`config.mk`:
```
export PLATFORM = sky130hd
export DESIGN_NAME = tpu_result_writer
export DESIGN_NICKNAME = d
export VERILOG_FILES = /design/src/rtl/tpu_pkg.sv /design/src/rtl/tpu_row_serializer.sv /design/src/rtl/tpu_result_writer.sv
export SDC_FILE = /design/constraint.sdc
export NUM_CORES = 1
export LEC_CHECK = 0
export CAP_MARGIN = 10
export CORE_AREA = 8 8 268 270
export DETAILED_ROUTE_END_ITERATION = 10
export DIE_AREA = 0 0 276 278
export GPL_ROUTABILITY_DRIVEN = 1
export HOLD_SLACK_MARGIN = 0.12
export PLACE_DENSITY = 0.67
export SETUP_SLACK_MARGIN = 0.5
export SYNTH_ARGS = -nofsm -noshare
export SYNTH_HDL_FRONTEND = slang
export SYNTH_HIERARCHICAL = 1
export SYNTH_SLANG_ARGS = --single-unit
```
`constraint.sdc`:
```
create_clock -name clk -period 7.03 [get_ports clk]
set_clock_uncertainty 0.2 [all_clocks]
set_input_delay 0.703 -clock clk [delete_from_list [all_inputs] [get_ports clk]]
set_output_delay 0.703 -clock clk [all_outputs]
set_load 0.03 [all_outputs]
```
`src/rtl/tpu_pkg.sv`:
```
// Shared types and constants for the TPU result-dump path.
// Used by tpu_result_writer and its testbench.
package tpu_pkg;

    localparam int ROW_BYTES     = 64;
    localparam int BEATS_PER_ROW = ROW_BYTES * 8 / 64;

    localparam logic [1:0] AXI_BURST_INCR = 2'b01;
    localparam logic [1:0] AXI_RESP_OKAY  = 2'b00;

    typedef enum logic [2:0] {
        IDLE,
        RD,
        AW,
        W,
        B
    } writer_state_e;

endpackage

```
`src/rtl/tpu_row_serializer.sv`:
```
// Holds one result row and presents it 64 bits at a time, lowest beat first.
// A beat advances only on a W handshake; last_o marks the final beat of the row.
module tpu_row_serializer #(
    parameter int ROW_W  = 512,
    parameter int BEAT_W = 64
) (
    input  logic              clk,
    input  logic              rst_n,
    input  logic              load_i,
    input  logic [ROW_W-1:0]  row_i,
    input  logic              advance_i,
    output logic [BEAT_W-1:0] beat_o,
    output logic              last_o
);

    localparam int BEATS = ROW_W / BEAT_W;
    localparam int CNT_W = (BEATS > 1) ? $clog2(BEATS) : 1;
    localparam logic [CNT_W-1:0] LAST_BEAT = CNT_W'(BEATS - 1);

    logic [ROW_W-1:0] row_q, row_d;
    logic [CNT_W-1:0] beat_q, beat_d;

    always_comb begin
        row_d  = row_q;
        beat_d = beat_q;
        if (load_i) begin
            row_d  = row_i;
            beat_d = '0;
        end else if (advance_i) begin
            row_d  = row_q >> BEAT_W;
            beat_d = beat_q + 1'b1;
        end
    end

    always_ff @(posedge clk or negedge rst_n) begin
        if (!rst_n) begin
            row_q  <= '0;
            beat_q <= '0;
        end else begin
            row_q  <= row_d;
            beat_q <= beat_d;
        end
    end

    assign beat_o = row_q[BEAT_W-1:0];
    assign last_o = (beat_q == LAST_BEAT);

endmodule

```
`src/rtl/tpu_result_writer.sv`:
```
// Result-dump engine: reads result rows and writes each as one 8-beat AXI INCR burst.
// Optional macro TPU_RESULT_WRITER_PERF_EN adds stall and beat counters.
module tpu_result_writer
    import tpu_pkg::*;
#(
    parameter int AXI_DATA_WIDTH       = 64,
    parameter int SYSTOLIC_ARRAY_WIDTH = 16,
    parameter int ACCUM_WIDTH          = 32,
    parameter int ADDR_WIDTH           = 10
) (
    input  logic                                        clk,
    input  logic                                        rst_n,
    input  logic                                        start,
    input  logic [ADDR_WIDTH-1:0]                       src_row,
    input  logic [15:0]                                 row_count,
    input  logic [31:0]                                 ddr_base,
    output logic                                        busy,
    output logic                                        done,
    output logic                                        error,
`ifdef TPU_RESULT_WRITER_PERF_EN
    output logic [31:0]                                 perf_stall_cycles,
    output logic [31:0]                                 perf_beats,
`endif
    output logic                                        buf_rd_en,
    output logic [ADDR_WIDTH-1:0]                       buf_rd_addr,
    input  logic [SYSTOLIC_ARRAY_WIDTH*ACCUM_WIDTH-1:0] buf_rd_data,
    output logic [31:0]                                 m_axi_awaddr,
    output logic [7:0]                                  m_axi_awlen,
    output logic [2:0]                                  m_axi_awsize,
    output logic [1:0]                                  m_axi_awburst,
    output logic                                        m_axi_awvalid,
    input  logic                                        m_axi_awready,
    output logic [AXI_DATA_WIDTH-1:0]                   m_axi_wdata,
    output logic [AXI_DATA_WIDTH/8-1:0]                 m_axi_wstrb,
    output logic                                        m_axi_wlast,
    output logic                                        m_axi_wvalid,
    input  logic                                        m_axi_wready,
    input  logic [1:0]                                  m_axi_bresp,
    input  logic                                        m_axi_bvalid,
    output logic                                        m_axi_bready
);

    localparam int ROW_W   = SYSTOLIC_ARRAY_WIDTH * ACCUM_WIDTH;
    localparam int ALIGN_W = $clog2(ROW_BYTES);

    writer_state_e         state_q, state_d;
    logic [15:0]           r_q, r_d;
    logic [15:0]           count_q, count_d;
    logic [31:0]           awaddr_q, awaddr_d;
    logic [ADDR_WIDTH-1:0] rd_addr_q, rd_addr_d;
    logic                  rd_phase_q, rd_phase_d;
    logic                  error_q, error_d;
    logic                  done_q, done_d;

    logic ser_load, ser_last, fin;
    logic aw_vld, w_vld, b_rdy;

    assign aw_vld = (state_q == AW);
    assign w_vld  = (state_q == W);
    assign b_rdy  = (state_q == B);

    tpu_row_serializer #(
        .ROW_W (ROW_W),
        .BEAT_W(AXI_DATA_WIDTH)
    ) u_serializer (
        .clk      (clk),
        .rst_n    (rst_n),
        .load_i   (ser_load),
        .row_i    (buf_rd_data),
        .advance_i(w_vld && m_axi_wready),
        .beat_o   (m_axi_wdata),
        .last_o   (ser_last)
    );

    always_comb begin
        state_d    = state_q;
        r_d        = r_q;
        count_d    = count_q;
        awaddr_d   = awaddr_q;
        rd_addr_d  = rd_addr_q;
        rd_phase_d = rd_phase_q;
        error_d    = error_q;
        done_d     = 1'b0;
        ser_load   = 1'b0;
        fin        = 1'b0;
        unique case (state_q)
            IDLE: begin
                if (start) begin
                    error_d    = 1'b0;
                    r_d        = '0;
                    count_d    = row_count;
                    awaddr_d   = ddr_base;
                    rd_addr_d  = src_row;
                    rd_phase_d = 1'b0;
                    if (row_count == 16'd0) begin
                        done_d = 1'b1;
                    end else if (ddr_base[ALIGN_W-1:0] != '0) begin
                        error_d = 1'b1;
                        done_d  = 1'b1;
                    end else begin
                        state_d = RD;
                    end
                end
            end
            // Read strobe in the first RD cycle, row data arrives in the second.
            RD: begin
                if (!rd_phase_q) begin
                    rd_phase_d = 1'b1;
                end else begin
                    rd_phase_d = 1'b0;
                    ser_load   = 1'b1;
                    state_d    = AW;
                end
            end
            AW: begin
                if (m_axi_awready) state_d = W;
            end
            W: begin
                if (m_axi_wready && ser_last) state_d = B;
            end
            B: begin
                if (m_axi_bvalid) begin
                    if (m_axi_bresp != AXI_RESP_OKAY) error_d = 1'b1;
                    r_d       = r_q + 16'd1;
                    awaddr_d  = awaddr_q + 32'(ROW_BYTES);
                    rd_addr_d = rd_addr_q + 1'b1;
                    if (r_q + 16'd1 == count_q) begin
                        fin     = 1'b1;
                        state_d = IDLE;
                    end else begin
                        state_d = RD;
                    end
                end
            end
            default: state_d = IDLE;
        endcase
    end

    always_ff @(posedge clk or negedge rst_n) begin
        if (!rst_n) begin
            state_q    <= IDLE;
            r_q        <= '0;
            count_q    <= '0;
            awaddr_q   <= '0;
            rd_addr_q  <= '0;
            rd_phase_q <= 1'b0;
            error_q    <= 1'b0;
            done_q     <= 1'b0;
        end else begin
            state_q    <= state_d;
            r_q        <= r_d;
            count_q    <= count_d;
            awaddr_q   <= awaddr_d;
            rd_addr_q  <= rd_addr_d;
            rd_phase_q <= rd_phase_d;
            error_q    <= error_d;
            done_q     <= done_d;
        end
    end

    // Final B handshake ends the dump combinationally so done and busy switch together.
    assign busy          = (state_q != IDLE) && !fin;
    assign done          = done_q || fin;
    assign error         = error_q;
    assign buf_rd_en     = (state_q == RD) && !rd_phase_q;
    assign buf_rd_addr   = rd_addr_q;
    assign m_axi_awaddr  = awaddr_q;
    assign m_axi_awlen   = 8'(BEATS_PER_ROW - 1);
    assign m_axi_awsize  = 3'(ALIGN_W - 3);
    assign m_axi_awburst = AXI_BURST_INCR;
    assign m_axi_awvalid = aw_vld;
    assign m_axi_wstrb   = '1;
    assign m_axi_wlast   = w_vld && ser_last;
    assign m_axi_wvalid  = w_vld;
    assign m_axi_bready  = b_rdy;

`ifdef TPU_RESULT_WRITER_PERF_EN
    function automatic logic [31:0] sat_inc(input logic [31:0] v);
        return (v == '1) ? v : v + 32'd1;
    endfunction

    logic [31:0] stall_q, stall_d;
    logic [31:0] beats_q, beats_d;

    always_comb begin
        stall_d = stall_q;
        beats_d = beats_q;
        if (state_q == IDLE && start) begin
            stall_d = '0;
            beats_d = '0;
        end else begin
            if ((aw_vld && !m_axi_awready) || (w_vld && !m_axi_wready) ||
                (b_rdy && !m_axi_bvalid))
                stall_d = sat_inc(stall_q);
            if (w_vld && m_axi_wready) beats_d = sat_inc(beats_q);
        end
    end

    always_ff @(posedge clk or negedge rst_n) begin
        if (!rst_n) begin
            stall_q <= '0;
            beats_q <= '0;
        end else begin
            stall_q <= stall_d;
            beats_q <= beats_d;
        end
    end

    assign perf_stall_cycles = stall_q;
    assign perf_beats        = beats_q;
`endif

endmodule

```
### After elaboration in Yosys (flattened, before gate mapping)

Index checks and enable logic that the tools add are counted.
Widths: inputs -> output; s select.

| storage, ports and cells | value |
|---|---|
| bits in registers | 595 |
| input bits | 578 |
| output and inout port bits | 135 |
| word-level logic and storage cells | 88 |

| operators by class | value |
|---|---|
| equal/unequal tests | 14 |
| multiplexer cells | 39 |
| $add $sub $neg | 4 |
| reduce and logical (&&, ||, !) cells | 21 |

Operator list:

| kind | number |
|---|---|
| $mux 512 | 2 |
| $mux 32 | 2 |
| $pmux 32 s2 | 1 |
| $add 32x7->32 const B | 1 |
| $mux 16 | 2 |
| $pmux 16 s2 | 1 |
| $mux 3 | 9 |
| $mux 10 | 2 |
| $pmux 10 s2 | 1 |
| $add 16x1->16 const B | 1 |
| $eq 16x16->1 | 1 |
| $logic_not 16->1 | 1 |
| $mux 1 | 16 |
| $pmux 3 s5 | 1 |
| $add 10x1->10 const B | 1 |
| $ne 2x2->1 const B | 5 |
| $reduce_bool 2->1 | 4 |
| $reduce_and 7->1 | 1 |
| $eq 3x2->1 const B | 2 |
| $eq 3x3->1 const B | 2 |
| $ne 2x1->1 const B | 3 |
| $reduce_bool 6->1 | 1 |
| $logic_and 1x1->1 | 5 |
| $pmux 1 s2 | 2 |
| other kinds (9) | 11 |

### Depth between registers and ports, before layout

Gate-level depths: netlist of the first run.

| logic depth | value |
|---|---|
| depth after elaboration | 7 |
| gate-level depth with buffers | 10 |
| gate-level depth less buffers | 8 |

### Hierarchy

Netlist of the first run, hierarchy kept.

Modules (own cells, without submodules):

| module | cells each | sequential area each (um^2) | instances | area an instance (um^2) |
|---|---|---|---|---|
| tpu_row_serializer | 2294 | 12887.4 | 1 | 23675.2 |
| tpu_result_writer | 604 | 2001.9 | 1 | 4842.1 |

### Worst setup path before layout of the first run

No wires, ideal clock.

| path | value |
|---|---|
| path type | reg2out |
| start | register r_q[0] |
| end | output port busy |
| cell stages (with the launch flop) | 8 |
| slack | 3.902 ns |
| path buffers | 0 |
| required time | 6.127 ns |
| arrival | 2.225 ns |
| path through | dfrtp_1 -> ha_1 -> nand3_2 -> nor4_1 -> xnor2_1 -> a211oi_1 -> and4b_1 -> a21oi_1 |

| on the way | value |
|---|---|
| cells in the longest elaborated chain, start to end | 7 |

RTL lines:

| item | line | text |
|---|---|---|
| start, declared | tpu_result_writer.sv:47 | `logic [15:0] r_q, r_d;` |
| start signal, assigned | tpu_result_writer.sv:151 | `r_q <= r_d;` |
| $add 16x1->16 | tpu_result_writer.sv:127 | `if (r_q + 16'd1 == count_q) begin` |
| $eq 16x16->1 | tpu_result_writer.sv:127 |  |
| $mux 1 | tpu_result_writer.sv:127 |  |
| $mux 1 | tpu_result_writer.sv:122 | `if (m_axi_bvalid) begin` |
| $mux 1 | tpu_result_writer.sv:86 | `unique case (state_q)` |
| $logic_not 1->1 | tpu_result_writer.sv:162 | `assign busy = (state_q != IDLE) && !fin;` |
| $logic_and 1x1->1 | tpu_result_writer.sv:162 |  |
| end, declared | tpu_result_writer.sv:17 | `output logic busy,` |

Every way passes these cells.

### Worst setup path after layout of the first run

| path | value |
|---|---|
| start | register state_q[0] |
| end | output port done |

| on the way | value |
|---|---|
| cells in the longest elaborated chain, start to end | 3 |

RTL lines:

| item | line | text |
|---|---|---|
| start, declared | tpu_result_writer.sv:46 | `writer_state_e state_q, state_d;` |
| start signal, assigned | tpu_result_writer.sv:150 | `state_q <= state_d;` |
| $eq 3x3->1 | tpu_result_writer.sv:86 |  |
| $mux 1 | tpu_result_writer.sv:86 |  |
| $logic_or 1x1->1 | tpu_result_writer.sv:163 | `assign done = done_q \|\| fin;` |
| end, declared | tpu_result_writer.sv:18 | `output logic done,` |

Every way passes these cells.

==> load_flow_metrics.sql, run 1 <==
INSERT INTO impl_metrics (metric_group, metric, value, unit) VALUES
('clock_network', 'ctsRootBufferMaster', 'sky130_fd_sc_hd__clkbuf_16', ''),
('synth', 'post_synth.cell_area_avg', '9.84', 'sq um'),
('worst_setup_path', 'critical_path_arrival', '4.16', 'ns'),
('worst_setup_path', 'timing.critical_path.slowest_stage_cell', 'sky130_fd_sc_hd__clkdlybuf4s50_1', ''),
('worst_setup_path', 'worst_r2r_endpoint', 'm_axi_awaddr[15]', ''),
('worst_setup_path', 'critical_path.max_fanout', '66', ''),
('floorplan', 'design.die.area', '0.0767', 'sq mm'),
('clock_network', 'postCtsSetupRepairBufs', '0', ''),
('placed_design', 'dp_hpwl', '62800', 'um'),
('min_path', 'hold_path.startpoint', 'm_axi_awaddr[1]', ''),
('sta', 'finalWorstPathRequiredPeriod', '5.06', 'ns'),
('worst_setup_path', 'crit_cells', '7', ''),
('sta', 'worst-slew-pin-transition', '1.07', 'ns'),
('clock_network', 'postCtsResizedCells', '0', ''),
('synth', 'ys_types', '59', ''),
('drt', 'drt_drc', '0', ''),
('worst_setup_path', 'combined_buffer_and_inverter_count_along_the_critical_path', '3', ''),
('grt', 'busiest_layer', 'met2', ''),
('synth', 'postSynth.asyncResetShare', '100', '%'),
('floorplan', 'floorplan.initialDensity', '42.1', '%'),
('final_layout', 'fin_nets', '3997', ''),
('grt', 'grtUsageMet2', '36.3', '%'),
('sta', 'timing.final.hold_violations', '0', ''),
('sta', 'setup_total_neg_slack', '0', 'ns'),
('clock_network', 'clock_pin_slew_of_the_registers_on_the_worst_case_setup_and_hold_paths', '0.06', 'ns'),
('clock_network', 'clk_latency', '0.60', 'ns'),
('drt', 'detail_route.vias_per_cell', '5.11', ''),
('clock_network', 'holdBufCountCts', '1', ''),
('sta', 'slew-limit-headroom', '28.3', '%'),
('grt', 'first_global_vias', '22500', ''),
('sta', 'final-max-slew-violation-count', '0', ''),
('drt', 'routed_wirelength', '87500', 'um'),
('sta', 'fmax', '198', 'MHz'),
('grt', 'grt.met3_usage', '6.54', '%'),
('synth', 'synth.yosys.seq_area_share', '52.2', '%'),
('worst_setup_path', 'critPathTopFamily', 'buffers and inverters', ''),
('min_path', 'worst_hold_path_type', 'reg -> reg', ''),
('power_and_ir_drop', 'vdd.ir_drop.worst', '197', 'uV'),
('worst_setup_path', 'r2r_cells', '8', ''),
('grt', 'gr-usage-met1', '27.3', '%'),
('placed_design', 'place.detailed.instances', '4225', ''),
('placed_design', 'portBuffers', '691', ''),
('synth', 'synth.ff_latch_count', '595', ''),
('synth', 'synthesis.instances', '2898', ''),
('clock_network', 'h_tree_level_count', '3', ''),
('clock_network', 'cts-buffers-inserted', '68', ''),
('final_layout', 'proportion_of_layout_cells_with_a_drive_suffix_above_1', '4.50', '%'),
('drt', 'routedWlPerCell', '20.0', 'um'),
('synth', 'count_of_flip_flops_with_a_built_in_enable_after_synthesis', '0', ''),
('drt', 'postRouteAntennaNets', '0', ''),
('floorplan', 'die_width', '276', 'um'),
('grt', 'total_global_route_track_usage', '22.1', '%'),
('floorplan', 'cell_rows', '96', ''),
('run', 'max_cap_violations', '0', ''),
('clock_network', 'cts.sinks', '595', ''),
('final_layout', 'fin_cells', '4376', ''),
('drt', 'drtPass1Iterations', '5', ''),
('floorplan', 'die_height', '278', 'um'),
('placed_design', 'gp_congestion', '0.873', ''),
('drt', 'route.vias.total', '22400', ''),
('floorplan', 'io_pins', '713', ''),
('synth', 'syn_area', '0.0285', 'sq mm'),
('clock_network', 'tritoncts', 'built', ''),
('run_status', 'result_of_the_run', 'finished clean', ''),
('worst_setup_path', 'capturing_element_type_of_the_critical_path', 'primary output', ''),
('worst_setup_path', 'crit_path_cell_trace', 'nor2_1 -> nand2_1 -> inv_1 -> buf_4 -> and2_1 -> a21o_1 -> clkdlybuf4s50_1', ''),
('sta', 'setup_repair_after_global_routing_missed_its_margin', 'no', ''),
('worst_setup_path', 'cp_data_required_time', '6.13', 'ns'),
('sta', 'holdWs', '0.276', 'ns'),
('sta', 'setup_viol_count_final', '0', ''),
('synth', 'postSynth.topFlopCell', 'sky130_fd_sc_hd__dfrtp_1', '');
state kept, by name, indices dropped and copies added (netlist names):
register,cells
u_serializer/beat_q,3
count_q,16
done_q,1
r_q,16
rd_phase_q,1
m_axi_awaddr,32
state_q,3
buf_rd_addr,10
error,1
u_serializer/row_q,512
worst min-delay path by stage:
stage | to | depth (start not counted)
5_1_grt | m_axi_awaddr[2] | 2
3_3_place_gp | m_axi_awaddr[1] | 2
2_1_floorplan | buf_rd_addr[0] | 0
3_5_place_dp | m_axi_awaddr[5] | 2
6_report | m_axi_awaddr[1] | 2
4_1_cts | m_axi_awaddr[5] | 2
area by class of cell:
| class | count | area [sq um] |
|---|---|---|
| diodes | 27 | 67.6 |
| clock inverters | 28 | 502 |
| inverters | 4 | 15.0 |
| well taps | 882 | 1100 |
| repair buffers | 720 | 7280 |
| fillers | 6037 | 29800 |
| flip-flops and latches | 595 | 14900 |
| multi-input cells | 2025 | 12000 |
| clock buffers | 95 | 2020 |
placed cells by master, fill, tap and decap left out, drive strengths merged, types with 18 or more instances in the layout:
master,count
clkdlybuf4s50,690
nand2,635
dfrtp,595
o21ai,572
mux2i,451
clkbuf,95
nand2b,69
a21oi,58
nor2,51
buf,29
diode,27
conb,21
nand3,21
xnor2,18
worst register-to-register path, cell delays in order, from the launching register on:
cell and delay (ns):
sky130_fd_sc_hd__dfrtp_1 0.50, sky130_fd_sc_hd__nor2_1 0.17, sky130_fd_sc_hd__nand2_1 0.63, sky130_fd_sc_hd__inv_1 0.26, sky130_fd_sc_hd__nand2_1 0.48, sky130_fd_sc_hd__nand2_1 0.92, sky130_fd_sc_hd__buf_4 0.35, sky130_fd_sc_hd__o21ai_0 0.11
sky130_fd_sc_hd__a22o_1 0.27
synth_stat cells, drive strengths merged, types with 9 or more instances:
library cell,count,area share (%)
nand4,13,0.36
buf,206,4.7
xnor2,18,0.55
o22ai,12,0.26
and3,9,0.21
nor4,12,0.34
clkbuf,87,1.1
a21oi,58,1.0
nand3,21,0.43
nand2,635,8.4
nor3,11,0.19
dfrtp,595,52
o21ai,572,10
nand2b,69,1.5
nor2,51,0.67
mux2i,451,16
routing by layer:
layer / share of wire [%] / wire length [um]
met4: 2.9 / 2510
met1: 41 / 35900
met2: 49 / 43000
met3: 6.7 / 5860
met5: 0.24 / 210
report_power, final:
part	switching, mW	total (mW)	internal, mW
clock network	1.48	3.96	2.49
logic	2.50	4.62	2.12
registers	0.826	5.48	4.65
cells by family (layout without fill, tap and decap cells):
group / count (synthesis) / in the layout / share of synthesized area, %
mux: 451 / 451 / 15.8
fa+ha+maj: 5 / 5 / 0.219
buf+inv: 297 / 847 / 5.87
xor+xnor: 24 / 24 / 0.737
flops: 595 / 595 / 52.2
compound gates: 679 / 679 / 12.4
simple gates: 845 / 845 / 12.7
other cells: 2 / 48 / 0.0263
metrics by stage:
stage	instance area [sq um]	worst slack [ns]	power [mW]
after global placement	35300	2.67	10.1
after global routing	37900	1.68	14.9
after CTS	37800	1.94	14.2
after detailed placement	35300	2.61	10.2
final	37900	1.97	14.1
after floorplan	28600	3.90	8.67
(Power assumes the default switching activity.)
==> run 2, diff against run 1 <==
--- a/config.mk
+++ b/config.mk
@@ -6,12 +6,12 @@
 export NUM_CORES = 1
 export LEC_CHECK = 0
 export CAP_MARGIN = 10
-export CORE_AREA = 8 8 268 270
+export CORE_AREA = 8 8 269 271
 export DETAILED_ROUTE_END_ITERATION = 10
-export DIE_AREA = 0 0 276 278
+export DIE_AREA = 0 0 277 279
 export GPL_ROUTABILITY_DRIVEN = 1
 export HOLD_SLACK_MARGIN = 0.12
-export PLACE_DENSITY = 0.67
+export PLACE_DENSITY = 0.7
 export SETUP_SLACK_MARGIN = 0.5
 export SYNTH_ARGS = -nofsm -noshare
 export SYNTH_HDL_FRONTEND = slang
==> constraint.sdc (replaced) <==
create_clock -name clk -period 4.3 [get_ports clk]
set_clock_uncertainty 0.2 [all_clocks]
set_input_delay 0.43 -clock clk [delete_from_list [all_inputs] [get_ports clk]]
set_output_delay 0.43 -clock clk [all_outputs]
set_load 0.03 [all_outputs]
==> run 2 against run 1 <==
Against the previous run: hold slack worse by 0.10 ns; critical endpoint is now busy; combinational power up 67%; largest cell class unchanged; largest power group unchanged; sequential share of layout area down 0.13 points.
==> load_flow_metrics.sql, run 2 (synthesized netlist as in run 1, its figures left out) <==
INSERT INTO impl_metrics (metric_group, metric, value, unit) VALUES
('run_status', 'result_of_the_run', 'finished clean', ''),
('sta', 'fmax', '280', 'MHz'),
('sta', 'timing.final.hold_violations', '0', ''),
('drt', 'routedWlPerCell', '20.0', 'um'),
('worst_setup_path', 'combined_buffer_and_inverter_count_along_the_critical_path', '1', ''),
('drt', 'postRouteAntennaNets', '0', ''),
('clock_network', 'cts.sinks', '595', ''),
('sta', 'timing.final.crit_share', '83.0', '%'),
('grt', 'first_global_vias', '22500', ''),
('floorplan', 'die_width', '277', 'um'),
('run', 'max_cap_violations', '0', ''),
('floorplan', 'cell_rows', '96', ''),
('grt', 'largest_net_degree_at_the_start_of_global_routing', '159', ''),
('worst_setup_path', 'capturing_element_type_of_the_critical_path', 'primary output', ''),
('final_layout', 'multi_input_combinational_cell_area', '0.0121', 'sq mm'),
('power_and_ir_drop', 'vdd.ir_drop.worst', '331', 'uV'),
('final_layout', 'fin_nets', '4023', ''),
('final_layout', 'final-seq-area', '0.0149', 'sq mm'),
('placed_design', 'gp_congestion', '0.875', ''),
('grt', 'total_global_route_track_usage', '21.9', '%'),
('placed_design', 'detailedPlace.worstSlack', '0.688', 'ns'),
('floorplan', 'floorplan.core_area', '0.0680', 'sq mm'),
('grt', 'grt_overflow', '0', ''),
('worst_setup_path', 'crit_path_cell_trace', 'ha_4 -> nand3_2 -> nor4_2 -> xnor2_1 -> a211oi_1 -> and4b_2 -> a21oi_1 -> dlygate4sd2_1', ''),
('sta', 'worst-slew-pin-transition', '0.853', 'ns'),
('sta', 'finalWorstSetupSlack', '0.729', 'ns'),
('placed_design', 'place.detailed.instances', '4251', ''),
('clock_network', 'ctsRootBufferMaster', 'sky130_fd_sc_hd__clkbuf_16', ''),
('drt', 'route.vias.total', '22600', ''),
('final_layout', 'areaGrowthSynthToFinish', '33.4', '%'),
('grt', 'initial_antenna_violation_count', '47', ''),
('grt', 'global_route_wire_length_before_repair', '134000', 'um'),
('final_layout', 'final_area', '0.0381', 'sq mm'),
('final_layout', 'commonest_non_fill_non_tap_cell_in_the_layout', 'sky130_fd_sc_hd__clkdlybuf4s50_1', ''),
('worst_setup_path', 'critPathKind', 'reg -> out', ''),
('drt', 'drt_drc', '0', ''),
('sta', 'setup_total_neg_slack', '0', 'ns'),
('clock_network', 'cts-buffers-inserted', '68', ''),
('worst_setup_path', 'timing.critical_path.slowest_stage_cell', 'sky130_fd_sc_hd__dfrtp_2', ''),
('floorplan', 'floorplan.initialDensity', '41.9', '%'),
('placed_design', 'dp_hpwl', '64900', 'um'),
('clock_network', 'h_tree_level_count', '3', ''),
('floorplan', 'die_height', '279', 'um'),
('sta', 'setup_repair_after_global_routing_missed_its_margin', 'no', ''),
('sta', 'holdWs', '0.175', 'ns'),
('worst_setup_path', 'critPathTopFamily', 'simple AND/OR/NAND/NOR gates', ''),
('clock_network', 'clock_pin_slew_of_the_registers_on_the_worst_case_setup_and_hold_paths', '0.06', 'ns'),
('min_path', 'worst_hold_path_type', 'in -> reg', ''),
('power_and_ir_drop', 'cellLeakagePower', '16.0', 'nW'),
('worst_setup_path', 'critical_path.max_fanout', '8', ''),
('drt', 'drtPass1Iterations', '5', ''),
('final_layout', 'fin_cells', '4408', ''),
('clock_network', 'tritoncts', 'built', ''),
('drt', 'detail_route.vias_per_cell', '5.13', ''),
('floorplan', 'io_pins', '713', ''),
('final_layout', 'postLayoutCoreUtil', '56.0', '%'),
('sta', 'slew-limit-headroom', '42.7', '%'),
('clock_network', 'clk_latency', '0.59', 'ns'),
('power_and_ir_drop', 'power_density', '590', 'mW/mm^2'),
('drt', 'routed_wirelength', '88300', 'um'),
('power_and_ir_drop', 'total_power', '22.5', 'mW'),
('worst_setup_path', 'critical-path-max-stage-delay', '0.47', 'ns'),
('final_layout', 'nFillCells', '5969', ''),
('clock_network', 'clockBufferDepth', '3', ''),
('sta', 'setup_viol_count_final', '0', ''),
('sta', 'final-max-slew-violation-count', '0', ''),
('final_layout', 'proportion_of_layout_cells_with_a_drive_suffix_above_1', '5.30', '%'),
('final_layout', 'mostFrequentLayoutCells', 'sky130_fd_sc_hd__clkdlybuf4s50_1, sky130_fd_sc_hd__nand2_1, sky130_fd_sc_hd__dfrtp_1, sky130_fd_sc_hd__mux2i_1, sky130_fd_sc_hd__o21ai_1', ''),
('floorplan', 'design.die.area', '0.0773', 'sq mm'),
('drt', 'initial_drt_markers', '1717', ''),
('placed_design', 'portBuffers', '691', ''),
('sta', 'finalWorstPathRequiredPeriod', '3.57', 'ns'),
('placed_design', 'placed_cell_area', '0.0357', 'sq mm'),
('worst_setup_path', 'critical_path_arrival', '2.94', 'ns'),
('worst_setup_path', 'critical_path.startpoint_type', 'flip-flop', ''),
('final_layout', 'largest_register_ffs', '512', ''),
('final_layout', 'regMostFlops', 'u_serializer/row_q', ''),
('worst_setup_path', 'cp_data_required_time', '3.67', 'ns');
==> run 2: changes by cell type in the layout (fill, tap and decap cells not counted), sizes merged <==
cell	before	now
dlygate4sd2	0	1
diode	27	37
clkinvlp	1	2
buf	29	56
clkdlybuf4s50	690	688
bufinv	13	3
clkbuf	95	102
clkinv	11	9
==> run 2: layout make-up <==
type	count	area share (%)
clock buffers	102	5.34
well taps	882	2.90
clock inverters	17	0.533
flip-flops and latches	595	39.2
repair buffers	746	20.0
inverters	4	0.0395
diodes	37	0.243
multi-input cells	2025	31.8
==> run 2: final timing paths <==
kind                       slack [ns]                 endpoint  depth (start not counted)              from
setup / recovery                 0.73                     busy                          8            r_q[0]
hold / removal                   0.17  u_serializer/row_q[195]                          3  buf_rd_data[195]
setup reg to reg                 1.49         m_axi_awaddr[30]                          6   m_axi_awaddr[9]
hold reg to reg                  0.27          m_axi_awaddr[3]                          2   m_axi_awaddr[3]
max in group asynchronous        2.42   u_serializer/row_q[27]                          3             rst_n
min in group asynchronous        0.30   u_serializer/row_q[62]                          2             rst_n
==> run 2: power breakdown <==
group	leakage, nW	switching, mW	internal [mW]
sequential	7.76	1.36	7.61
combinational	7.19	4.15	3.55
clock	1.10	2.34	3.46
total	16.0	7.85	14.6
==> run 2: tightest hold or removal path, cell delays in order <==
cell	delay, ns
sky130_fd_sc_hd__clkdlybuf4s50_1	0.39
sky130_fd_sc_hd__nand2_1	0.06
sky130_fd_sc_hd__o21ai_1	0.05
==> run 2: what timing repair did <==
| action | 4_1_cts | 5_1_grt |
|---|---|---|
| gates resized for setup | 8 | 9 |
| endpoints found under the hold margin | 91 | 0 |
| setup endpoints to repair | 2 | 2 |
| hold buffers | 1 | 0 |
| setup buffers | 0 | 0 |
| pin swaps | 0 | 2 |
==> run 2: per-layer routing <==
metal | vias up | share of wire (%) | track usage, %
met5 | - | 0.15 | 0
met4 | 22 | 3.4 | 11.2
met3 | 177 | 7.1 | 6.43
met2 | 671 | 48 | 35.0
met1 | 10700 | 41 | 27.0
li1 | 11000 | - | -
